==> src/rtl/psram_arb.sv <==
// psram_arb -- two-requester arbiter in front of a single-port PSRAM.
//
// One transaction at a time walks IDLE -> ACCESS -> RESP -> IDLE.
// A read holds ps_sel for WAIT_CYCLES cycles and samples ps_rdata on the
// last one. A write spends the same time in ACCESS but strobes ps_sel and
// ps_write only on the last cycle, so the part sees exactly one write.
//
// Ports
//   clock, reset                : clock; asynchronous active-low reset
//   mX_valid/write/addr/wdata/wmask : request from requester X (X = 0, 1)
//   mX_ready                    : request accepted this cycle
//   mX_rvalid, mX_rdata         : one-cycle response (rdata 0 for writes)
//   ps_sel/write/addr/wdata/wmask : PSRAM command (all zero when ps_sel=0)
//   ps_rdata                    : combinational PSRAM read data
//
// Build option
//   PSRAM_ARB_RR_EN : round-robin between simultaneous requests. When it is
//                     undefined m0 has fixed priority and the last-grant
//                     flop does not exist.
module psram_arb #(
  parameter int WAIT_CYCLES = 2
) (
  input  logic        clock,
  input  logic        reset,
  input  logic        m0_valid,
  input  logic        m0_write,
  input  logic [23:0] m0_addr,
  input  logic [31:0] m0_wdata,
  input  logic [3:0]  m0_wmask,
  output logic        m0_ready,
  output logic        m0_rvalid,
  output logic [31:0] m0_rdata,
  input  logic        m1_valid,
  input  logic        m1_write,
  input  logic [23:0] m1_addr,
  input  logic [31:0] m1_wdata,
  input  logic [3:0]  m1_wmask,
  output logic        m1_ready,
  output logic        m1_rvalid,
  output logic [31:0] m1_rdata,
  output logic        ps_sel,
  output logic        ps_write,
  output logic [23:0] ps_addr,
  output logic [31:0] ps_wdata,
  output logic [3:0]  ps_wmask,
  input  logic [31:0] ps_rdata
);

  typedef enum logic [1:0] {IDLE, ACCESS, RESP} state_t;

  typedef struct packed {
    logic        write;
    logic [23:0] addr;
    logic [31:0] wdata;
    logic [3:0]  wmask;
  } req_t;

  localparam logic [3:0] CNT_LOAD = 4'(WAIT_CYCLES - 1);

  state_t      state, state_nx;
  req_t        req_q;
  logic        id_q;       // owner of the transaction in flight (1 = m1)
  logic [3:0]  cnt_q;
  logic [31:0] rdata_q;

  logic gnt0, gnt1, accept, last_acc;

  // ---------------- arbitration ----------------
`ifdef PSRAM_ARB_RR_EN
  logic last_m1_q;   // reset to m1 so m0 wins the first contest

  always_ff @(posedge clock or negedge reset) begin
    if (!reset)      last_m1_q <= 1'b1;
    else if (accept) last_m1_q <= gnt1;
  end

  assign gnt0 = m0_valid & (~m1_valid | last_m1_q);
`else
  assign gnt0 = m0_valid;
`endif
  assign gnt1 = m1_valid & ~gnt0;

  assign accept   = (state == IDLE) & (gnt0 | gnt1);
  assign last_acc = (state == ACCESS) & (cnt_q == 4'd0);

  // ---------------- FSM: state register ----------------
  always_ff @(posedge clock or negedge reset) begin
    if (!reset) state <= IDLE;
    else        state <= state_nx;
  end

  // ---------------- FSM: next state ----------------
  always_comb begin
    state_nx = state;
    case (state)
      IDLE:    if (accept)   state_nx = ACCESS;
      ACCESS:  if (last_acc) state_nx = RESP;
      RESP:                  state_nx = IDLE;
      default:               state_nx = IDLE;
    endcase
  end

  // ---------------- FSM: outputs ----------------
  always_comb begin
    m0_ready  = 1'b0;
    m1_ready  = 1'b0;
    m0_rvalid = 1'b0;
    m1_rvalid = 1'b0;
    m0_rdata  = '0;
    m1_rdata  = '0;
    ps_sel    = 1'b0;
    ps_write  = 1'b0;
    ps_addr   = '0;
    ps_wdata  = '0;
    ps_wmask  = '0;
    case (state)
      IDLE: begin
        // ready is a function of the live valids; qualify with reset so
        // nothing is offered while the block is held in reset.
        m0_ready = reset & gnt0;
        m1_ready = reset & gnt1;
      end
      ACCESS: begin
        // reads occupy the bus the whole window; writes only on the last cycle
        ps_sel = ~req_q.write | last_acc;
        if (ps_sel) begin
          ps_write = req_q.write;
          ps_addr  = req_q.addr;
          ps_wdata = req_q.wdata;
          ps_wmask = req_q.wmask;
        end
      end
      RESP: begin
        m0_rvalid = ~id_q;
        m1_rvalid = id_q;
        if (!req_q.write) begin
          if (id_q) m1_rdata = rdata_q;
          else      m0_rdata = rdata_q;
        end
      end
      default: ;
    endcase
  end

  // ---------------- request capture / counter / read data ----------------
  always_ff @(posedge clock or negedge reset) begin
    if (!reset) begin
      req_q   <= '0;
      id_q    <= 1'b0;
      cnt_q   <= 4'd0;
      rdata_q <= '0;
    end else begin
      if (accept) begin
        id_q  <= gnt1;
        cnt_q <= CNT_LOAD;
        if (gnt1) req_q <= '{m1_write, m1_addr, m1_wdata, m1_wmask};
        else      req_q <= '{m0_write, m0_addr, m0_wdata, m0_wmask};
      end else if (state == ACCESS && cnt_q != 4'd0) begin
        cnt_q <= cnt_q - 4'd1;
      end
      if (last_acc && !req_q.write) rdata_q <= ps_rdata;
    end
  end

endmodule

==> config.mk <==
export PLATFORM = sky130hd
export DESIGN_NAME = psram_arb
export DESIGN_NICKNAME = d
export VERILOG_FILES = /design/src/rtl/psram_arb.sv
export SDC_FILE = /design/constraint.sdc
export NUM_CORES = 1
export LEC_CHECK = 0
export CAP_MARGIN = 20
export CORE_MARGIN = 5
export CORE_UTILIZATION = 44
export CTS_BUF_LIST = sky130_fd_sc_hd__clkbuf_2
export DETAILED_ROUTE_END_ITERATION = 10
export GPL_TIMING_DRIVEN = 0
export HOLD_SLACK_MARGIN = 0.02
export PLACE_DENSITY = 0.89
export SLEW_MARGIN = 20
export SYNTH_ARGS = -nofsm -noshare
export SYNTH_HDL_FRONTEND = slang
export SYNTH_SLANG_ARGS = --single-unit
==> constraint.sdc <==
create_clock -name clock -period 3.3 [get_ports clock]
set_input_delay 0.66 -clock clock [delete_from_list [all_inputs] [get_ports clock]]
set_output_delay 0.66 -clock clock [all_outputs]
set_load 0.05 [all_outputs]
==> results.md <==
- Via count: a little over 5000
- Post-synth cell types: 30
- Setup WS post-layout: roughly 140 ps
- Post-synth EDFFs: 0
- CTS tree: done
- Met3 wire len: around 1300 µm
- Met1 wire length: ~6700 µm
- Share of total power in sequential cells: around 29%
- Crit path DAT: between 2000 and 3000 ps
- Area growth, synth to finish: 54.4%
- Final ANT Viol Nets: 0
- Clock power share: under 10%
- Dominant synthesized flop cell: dfrtp_1
- Root buffer cell: clkbuf_2
- Clock slew at reported path FFs: 270 ps
- Outcome: completed
- Met2 routed WL: 9100 µm
- DRT iter0 DRCs: about 240
- Uppermost routed layer: met4
- Worst EP required: 2640 ps
- Vias in the first global route: roughly 5300
- Share of flip-flops with an asynchronous set or reset: 100%
- Syn Std Cell Area: around 0.0055 mm²
- Max Fclk: approximately 320 MHz
- Fin cells: about 1000
- DIE AREA: about 0.015 mm²
- Syn avg cell area: 10.3 µm²
- Nets: slightly below 1000
- Antenna violations before repair: 0
- Worst setup EP type: primary output
- Final worst path period share: roughly 96%
- Yosys top cell area share: 45.8%
- DP Cell Count: roughly 1000
- CP Max Fanout: 10
- Sw frac: 49.9%
- Drt wl/cell: about 17 µm
- Worst clock skew: just under 30 ps
- Power Density: just over 900 mW/mm²
- Io pins: between 200 and 300
- Most common cell in the netlist: a21oi_1
- CTS Buffer Depth: 2
- Endpoints failing hold: 0
- Core Region: around 0.012 mm²
- FP Rows: 40
- Layout cell share with drive strength beyond 1: 24.2%
- Initial core utilization: between 40% and 50%
- I/O Buffers: between 200 and 300
- Worst setup SP type: flop
- Detail Placement HPWL: about 14000 µm
- Tot GR Track Use: between 20% and 30%
- Hold Path Class: flop to flop
- Static leakage: around 4.1 nW
- Largest net degree at the start of global routing: between 60 and 70
- Die span in x: roughly 120 µm
- Synth Warn #: 0
- Die height: 121 µm
- H-tree depth: 3
- P_sw: around 3.9 mW
- Fin crit period: roughly 3200 ps
- Hold WS: ~550 ps
- Slew Limit Fails: 0
- DRC: 0
- Synth Register Bits: 100
- Total iterations of the first detailed-routing run: 4
- Slew HR: just under 50%
- VDD IR max: ~0.6 mV
- Seq/Total Area, Yosys: 45.8%
- Syn_nets: about 700
- Post-synth top area cell: dfrtp_1
- First-pass GRT wire length: 26800 µm
- Max Cap Viol: 0
- Global route overflow: 0
- Setup violators final: 0
- Top cells by area, synth: dfrtp_1 46%, and2_1 14%, a21oi_1 12%
- Internal power: between 3 and 4 mW
- Routed vias/inst: 5.03
- Final WL: between 15000 and 20000 µm
- Num CTS Buffers: 9
- Placer Congestion: approximately 0.84
- Clock latency on the worst-skew pair: roughly 560 ps
- Synth Instances: about 530
- Ant diodes: 0
- Clk sink count: 100
- Pre-CTS setup slack: -451 ps
- Most instantiated cells after synthesis: 128 x a21oi_1, 125 x and2_1, 100 x dfrtp_1, 61 x mux2i_1, 32 x clkbuf_1
- Worst setup path category: flop to primary output
- Slew @ Worst Pin: about 770 ps
- Combinational share of power: 62.5%
per-layer routing:
layer,vias to the layer above,track usage [%]
li1,2414,-
met1,2378,25.8
met2,228,42.0
met3,33,5.17
met4,0,7.35
met5,-,0
power by group through the flow:
stage	Combinational [mW]	Sequential (mW)	Clock (mW)
floorplan	3.34	2.09	0
global placement	4.83	2.18	0
detailed placement	4.91	2.23	0
CTS	4.81	2.21	0.684
global route	5.14	2.30	0.724
finish	4.83	2.22	0.671
placed cells by master, fill, tap and decap left out, types with 3 or more instances in the layout:
| cell type | count |
|---|---|
| nand2b_1 | 3 |
| mux2_4 | 30 |
| clkdlybuf4s50_1 | 158 |
| dlygate4sd2_1 | 3 |
| buf_6 | 4 |
| and2_1 | 124 |
| buf_2 | 19 |
| buf_1 | 5 |
| nor2_1 | 4 |
| mux2i_1 | 61 |
| clkbuf_4 | 3 |
| buf_12 | 5 |
| nor3_1 | 4 |
| a21oi_1 | 127 |
| dfrtp_1 | 100 |
| clkbuf_2 | 61 |
| nand2_1 | 5 |
| buf_4 | 44 |
| clkdlybuf4s15_2 | 14 |
| clkbuf_1 | 23 |
sequential cells by signal (all words and copies together), names as in the netlist:
signal   count
req_q       61
rdata_q     32
cnt_q        4
state        2
id_q         1
worst max-delay path, stage by stage, from the launching register on:
cell and delay [ps]:
dfrtp_1 470, inv_2 90, ha_4 140, or3b_4 410, a21oi_4 160, buf_12 140
clkbuf_8 150, and2_1 130, buf_2 270
logic make-up (layout without fill, tap and decap cells):
family | count (synthesis) | after routing | share of synthesized area, %
AO/OA/AOI/OAI | 132 | 132 | 12.2
adder cells (fa/ha/maj) | 2 | 2 | 0.458
buffers and inverters | 47 | 354 | 4.28
flip-flops | 100 | 100 | 45.8
multiplexers | 93 | 93 | 19.8
AND/OR/NAND/NOR | 155 | 155 | 17.4
timing repair:
action / 4_1_cts / 5_1_grt
hold endpoints to repair: 35 / 35
setup endpoints to repair: 128 / 125
gates resized for setup: 476 / 98
buffers inserted: 1 / 1
pin swaps: 1 / 1
through the flow:
step	area, µm²	util (%)	total power, mW	setup TNS (ps)
floorplan	5460	-	5.44	0
global placement	8540	70.5	7.01	-230540
detailed placement	8570	70.8	7.15	-23910
CTS	8560	70.7	7.71	-20.6
global route	8430	69.6	8.17	-10.5
finish	8430	69.6	7.72	0
cell type report:
type	instances	area, µm²
tap	168	210
sequential	100	2500
buffer	43	256
clock inverter	6	87.6
multi-input combinational	382	2760
timing repair buffer	292	2550
clock buffer	10	50.0
fill	954	3680
inverter	3	11.3
path summary, 6_finish.rpt:
check / start / to / slack (ps) / depth (start not counted)
worst max-delay path: cnt_q[1] / ps_wdata[17] / 140 / 8
worst min-delay path: rdata_q[0] / rdata_q[0] / 550 / 1
worst max register to register: cnt_q[1] / rdata_q[25] / 1180 / 7
worst min register to register: rdata_q[0] / rdata_q[0] / 550 / 1
max in group asynchronous: reset / rdata_q[0] / 2370 / 3
min in group asynchronous: reset / req_q[43] / 590 / 3
Note: power is estimated with default switching activity, not from simulation.
